--- src/rtl/sram_arbiter.sv ---
// Round-robin arbiter sharing one single-port SRAM between a read-only fetch port (A)
// and a read/write load/store port (B); routes the registered read data back to its issuer.
module sram_arbiter #(
  parameter int WIDTH      = 32,
  parameter int ADDR_WIDTH = 10
) (
  input  logic                  i_clk,
  input  logic                  i_rstn,
  input  logic                  i_a_req,
  input  logic [ADDR_WIDTH-1:0] i_a_addr,
  output logic                  o_a_gnt,
  output logic                  o_a_rvalid,
  output logic [WIDTH-1:0]      o_a_rdata,
  input  logic                  i_b_req,
  input  logic [ADDR_WIDTH-1:0] i_b_addr,
  input  logic [WIDTH-1:0]      i_b_wdata,
  input  logic [WIDTH/8-1:0]    i_b_wstrb,
  output logic                  o_b_gnt,
  output logic                  o_b_rvalid,
  output logic [WIDTH-1:0]      o_b_rdata,
  output logic                  o_mem_cs,
  output logic [ADDR_WIDTH-1:0] o_mem_addr,
  output logic [WIDTH-1:0]      o_mem_data,
  output logic [WIDTH-1:0]      o_mem_we,
  input  logic [WIDTH-1:0]      i_mem_data
);

  // state  | meaning
  // LAST_A | port A was granted most recently; B wins the next contention
  // LAST_B | port B was granted most recently (reset); A wins the next contention
  typedef enum logic {LAST_A = 1'b0, LAST_B = 1'b1} last_t;

  localparam int NSTRB = WIDTH / 8;

  last_t            last_q, last_d;
  logic             rd_owner_a, rd_owner_b;
  logic             gnt_a, gnt_b;
  logic             b_is_read;
  logic [WIDTH-1:0] strb_mask;

  // Grants are masked combinationally while reset is held.
  assign gnt_a     = i_rstn & i_a_req & (~i_b_req | (last_q == LAST_B));
  assign gnt_b     = i_rstn & i_b_req & (~i_a_req | (last_q == LAST_A));
  assign b_is_read = (i_b_wstrb == '0);

  always_ff @(posedge i_clk) begin
    if (!i_rstn) begin
      last_q     <= LAST_B;
      rd_owner_a <= 1'b0;
      rd_owner_b <= 1'b0;
    end else begin
      last_q     <= last_d;
      rd_owner_a <= gnt_a;
      rd_owner_b <= gnt_b & b_is_read;
    end
  end

  always_comb begin
    last_d = last_q;
    if (gnt_a)      last_d = LAST_A;
    else if (gnt_b) last_d = LAST_B;
  end

  always_comb begin
    strb_mask = '0;
    for (int k = 0; k < NSTRB; k++) begin
      strb_mask[8*k +: 8] = {8{i_b_wstrb[k]}};
    end
  end

  always_comb begin
    o_a_gnt    = gnt_a;
    o_b_gnt    = gnt_b;
    o_mem_cs   = gnt_a | gnt_b;
    o_mem_addr = '0;
    o_mem_data = '0;
    o_mem_we   = '0;
    if (gnt_a) begin
      o_mem_addr = i_a_addr;
      o_mem_data = i_b_wdata;
    end else if (gnt_b) begin
      o_mem_addr = i_b_addr;
      o_mem_data = i_b_wdata;
      o_mem_we   = strb_mask;
    end
    // A read granted just before reset must not surface during the reset cycle.
    o_a_rvalid = rd_owner_a & i_rstn;
    o_b_rvalid = rd_owner_b & i_rstn;
    o_a_rdata  = i_mem_data;
    o_b_rdata  = i_mem_data;
  end

endmodule

--- config.mk ---
export PLATFORM = sky130hd
export DESIGN_NAME = sram_arbiter
export DESIGN_NICKNAME = d
export VERILOG_FILES = /design/src/rtl/sram_arbiter.sv
export SDC_FILE = /design/constraint.sdc
export NUM_CORES = 1
export LEC_CHECK = 0
export BUFFER_PORTS_ARGS = -buffer_cell sky130_fd_sc_hd__buf_4
export CORE_AREA = 4 4 90 92
export DETAILED_ROUTE_END_ITERATION = 10
export DIE_AREA = 0 0 94 96
export SYNTH_ARGS = -nofsm -noshare
export SYNTH_HDL_FRONTEND = slang
export SYNTH_SLANG_ARGS = --single-unit
--- constraint.sdc ---
create_clock -name i_clk -period 1.75 [get_ports i_clk]
set_input_delay 0.2625 -clock i_clk [delete_from_list [all_inputs] [get_ports i_clk]]
set_output_delay 0.2625 -clock i_clk [all_outputs]
set_load 0.005 [all_outputs]
==> results of run 1 <==
==> final timing paths <==
check | slack (ns) | cells past startpoint | startpoint | end
worst min register to register | 0.49 | 2 | last_q | rd_owner_a
worst min-delay path | 0.25 | 2 | i_rstn | last_q
worst max register to register | 0.88 | 3 | last_q | rd_owner_b
worst max-delay path | 0.15 | 5 | last_q | o_mem_addr[4]
==> placed cells by master, fill, tap and decap left out, drive strengths merged <==
cell type and instances:
a21oi 2, a22o 10, and2 39, and3 1, buf 141, clkbuf 4
dfxtp 3, inv 1, nand2 3, nor4 1, o21a 1, o21ai 1
==> area by class of cell <==
class                           count  share of cell area [%]
Tap cell                           99                    7.42
Sequential cell                     3                    3.60
Multi-Input combinational cell     58                    22.7
Timing Repair Buffer              141                    63.4
Inverter                            1                   0.225
Clock buffer                        4                    2.70
==> metrics by stage <==
step | instance area, µm² | cells
after detailed placement | 1620 | 302
after floorplan | 1170 | 160
final | 1670 | 306
after global placement | 1620 | 302
after CTS | 1670 | 306
after global routing | 1670 | 306
==> power breakdown <==
group / total [mW] / internal (mW) / switching [mW]
Combinational: 0.321 / 0.218 / 0.104
Clock: 0.200 / 0.155 / 0.0450
Sequential: 0.0735 / 0.0721 / 0.00136
Total: 0.595 / 0.445 / 0.150
==> routing by layer <==
metal	up-vias	GRT usage, %	routed length, µm
met4	0	4.09	122
met3	26	2.50	615
met1	417	5.51	931
met5	-	0	0
li1	502	-	-
met2	99	12.1	1770
==> cell usage after synthesis <==
master	number	area share (%)
a22o_1	10	7.5
dfxtp_1	3	5.1
and2_1	39	21
buf_6	2	1.9
buf_4	93	59
nor4_1	1	0.53
clkbuf_1	2	0.64
a21oi_1	2	0.85
o21ai_0	1	0.43
inv_1	1	0.32
buf_2	1	0.43
nand2_1	3	0.96
o21a_1	1	0.64
and3_1	1	0.53
==> sequential cells by signal, indices dropped and copies added (netlist names) <==
name / flops
last_q: 1
rd_owner_a: 1
rd_owner_b: 1
==> logic make-up after synthesis <==
kind of cell,count (synthesis),synth area share [%]
buffers and inverters,99,62.7
AND/OR/NAND/NOR,44,22.8
AO/OA/AOI/OAI,14,9.37
flip-flops,3,5.11
==> repair_timing <==
action	CTS	global route
setup endpoints to repair	0	33
resized for setup	0	1
setup buffers	0	0
==> flow_summary.ini, run 1 <==
[logic_synthesis]
synth-seq-cells = 3
synth.avg_cell_area_um2 = 7.34
ys_warn_count = 0
syn-instance-count = 160
syn_nets = 252
seq_area_frac_synth_pct = 5.11
syn_area_mm2 = 0.00117
yosys.cell_types.count = 14

[clock_tree]
hold_buffers = 0
cts_buffers = 3
cts_tree = done
htreeDepth = 1
clk_root_buffer_cell = clkbuf_8
worstSkewPairLatency_ns = 0.21
path_clk_slew_ns = 0.03
cts.sinks = 3
cts_buffer_depth = 2

[pwr]
power.leakage_nw = 0.937
ir_drop_v = 0.000129
p_per_area_mw_per_mm2 = 356
power_mw = 0.595

[placed_design]
routabilityCongestion = 0.621
io_buffers = 138
pre_cts_slack_ns = 0.0640
hpwl_um = 3020

[detailed_routing]
vias = 1044
wl_um = 3440
route.detailed.wl_per_inst_um = 11.2
ant_nets = 0
routed_via_density = 3.41
drtIter0Drc = 2
drt_pass1_iterations = 2
drc_errors = 0

[global_route]
grt_overflow = 0
gr-usage-all-layers_pct = 6.35
grt_max_degree = 34
antenna_found_initial = 0
grt_pass1_vias = 979
grt_pass1_wl_um = 4580

[timing]
whs_ns = 0.249
tightest_slew_ns = 0.451
relSlewSlack_pct = 69.9
finalCriticalPeriod_ns = 1.60
hold_viol_final = 0
slew_violations = 0
clock_skew_ns = 0.000982
fin_crit_sh_pct = 91.6
finalSetupViolations = 0
rsz0062_at_grt = no
max_freq_mhz = 624
tns_ns = 0
setup_ws_ns = 0.146

[finish]
multi_input_area_um2 = 379
final_core_util_pct = 23.2
syn2layout_area_growth_pct = 42.2
drive_gt1_share_pct = 70.0
layout.nets = 300
n_antenna_cell = 0
final-seq-area_um2 = 60.1
filler_cell_count = 793

[worst_setup_path]
cp_top_family = flip-flops
path_class = flip-flop to output pin
cp_max_fo = 11
slowest_stage = dfxtp_1
worstSetupEndpointType = output pin
crit_path_frequent_cell = buf_4
critPathLaunchType = flip-flop
path_cells = nand2_1 > and3_1 > buf_4 > a22o_1 > buf_4
required_ns = 1.49
arrival_ns = 1.34
critPathMaxStageDelay_ns = 0.33
critical_path_buf_inv_count = 2

[floorplan]
die_area_mm2 = 0.00902
start_util_pct = 16.3
ioPinCount = 235
die_height_um = 96
fp.dieW_um = 94
row_count = 31
core_area_mm2 = 0.00721

[status]
outcome = complete, no violations

[run]
max_cap_viol_count = 0

[worst_hold_path]
hp-class = input port to flip-flop
(Power assumes the default switching activity.)
==> run 2: changes to the inputs <==
REMOVE_ABC_BUFFERS = 1   (was not set)
SLEW_MARGIN = 0   (was not set)
==> run 2 against run 1 <==
  * Via count is 14% higher
  * Sequential power hardly changed
  * Worst setup slack better by 0.0065 ns
  * Die area stayed put
  * Largest cell class unchanged
==> flow_summary.ini, run 2 (synthesis gave the netlist of run 1 again) <==
[detailed_routing]
route.detailed.wl_per_inst_um = 22.3
vias = 1186
drtIter0Drc = 38
routed_via_density = 3.89
drc_errors = 0
wl_um = 6800
ant_nets = 0
drt_pass1_iterations = 4

[finish]
drive_gt1_share_pct = 70.9
layout_commonest_cell = buf_4
n_antenna_cell = 0
multi_input_area_um2 = 385
final-seq-area_um2 = 60.1
syn2layout_area_growth_pct = 42.1
fin_area_mm2 = 0.00167
layout.nets = 299
mostFrequentLayoutCells = buf_4, and2_1, a22o_1
top_regs = last_q: 1 flops, rd_owner_a: 1 flops, rd_owner_b: 1 flops
filler_cell_count = 861
final_core_util_pct = 23.1

[worst_setup_path]
critPathLaunchType = flip-flop
required_ns = 1.49
cp_top_family = flip-flops
worstSetupEndpointType = output pin
path_cells = nand2_1 > and3_4 > buf_4 > a22o_1 > buf_4
critPathMaxStageDelay_ns = 0.34
critical_path_buf_inv_count = 2
slowest_stage = dfxtp_1
crit_path_frequent_cell = buf_4
cp_max_fo = 12
path_class = flip-flop to output pin
arrival_ns = 1.33

[run]
max_cap_viol_count = 0

[timing]
hold_viol_final = 0
finalSetupViolations = 0
tns_ns = 0
max_freq_mhz = 626
tightest_slew_ns = 0.430
fin_crit_sh_pct = 91.3
clock_skew_ns = 0.00195
whs_ns = 0.261
slew_violations = 0
relSlewSlack_pct = 71.4
finalCriticalPeriod_ns = 1.60
rsz0062_at_grt = no

[global_route]
grt_pass1_vias = 1232
grt_pass1_wl_um = 8630
antenna_found_initial = 0
gr-usage-all-layers_pct = 13.6
grt_overflow = 0
grt_max_degree = 34

[pwr]
clkPwrFrac_pct = 33.0
ir_drop_v = 0.000140
p_sw_mw = 0.162
power_frac_seq_pct = 12.1
p_per_area_mw_per_mm2 = 364
power_mw = 0.607
pwr-share-comb_pct = 54.9
intPower_mw = 0.445
p_sw_share_pct = 26.6
power.leakage_nw = 0.931

[floorplan]
core_area_mm2 = 0.00721
die_height_um = 96
fp.dieW_um = 94
ioPinCount = 235
row_count = 31
start_util_pct = 16.3
die_area_mm2 = 0.00902

[clock_tree]
clk_root_buffer_cell = clkbuf_8
worstSkewPairLatency_ns = 0.21
postCtsSetupBuffers = 0
htreeDepth = 1
cts_buffer_depth = 2
cts.sinks = 3
path_clk_slew_ns = 0.03
cts_buffers = 3
cts_tree = done

[status]
outcome = complete, no violations

[placed_design]
io_buffers = 138
place_area_mm2 = 0.00162
routabilityCongestion = 0.799
hpwl_um = 6180

[worst_hold_path]
hp-class = input port to flip-flop
## run 2: cell types whose count changed in the layout (fill, tap and decap cells not counted), sizes merged
cell,change
buf,-1
## run 2: repair_timing
item / 4_1_cts / 5_1_grt
setup endpoints to repair: 0 / 36
hold buffers: 0 / 0
hold endpoints to repair: 0 / 0
resized for setup: 0 / 4
## run 2: final timing paths
path	startpoint	end	slack, ns	depth (start not counted)
worst max-delay path	last_q	o_mem_addr[8]	0.15	5
worst min-delay path	i_rstn	last_q	0.26	2
worst max register to register	last_q	rd_owner_b	0.66	4
worst min register to register	last_q	rd_owner_a	0.49	2
## run 2: power by group through the flow
stage	clock, mW	combinational (mW)	sequential, mW
after global routing	0.212	0.364	0.0741
after global placement	0	0.334	0.0744
after floorplan	0	0.0826	0.0740
after CTS	0.210	0.338	0.0735
after detailed placement	0	0.336	0.0744
final	0.200	0.333	0.0736
## run 2: per-stage QoR
stage / instances / worst slack, ns
floorplan: 62 / 0.329
detailed placement: 301 / 0.0797
global placement: 301 / 0.114
CTS: 305 / 0.0722
finish: 305 / 0.153
global route: 305 / 0.0588
## run 2: layer usage
layer  share of wire (%)  track usage [%]
met3                  25             15.9
met5                0.72             5.36
met2                  38             17.4
met1                  36             14.7
met4               0.088             1.08
## run 2: cell type report
type	instances	area share [%]
Clock buffer	4	2.70
Inverter	1	0.225
Multi-Input combinational cell	58	23.1
Sequential cell	3	3.60
Tap cell	99	7.42
Timing Repair Buffer	140	63.0
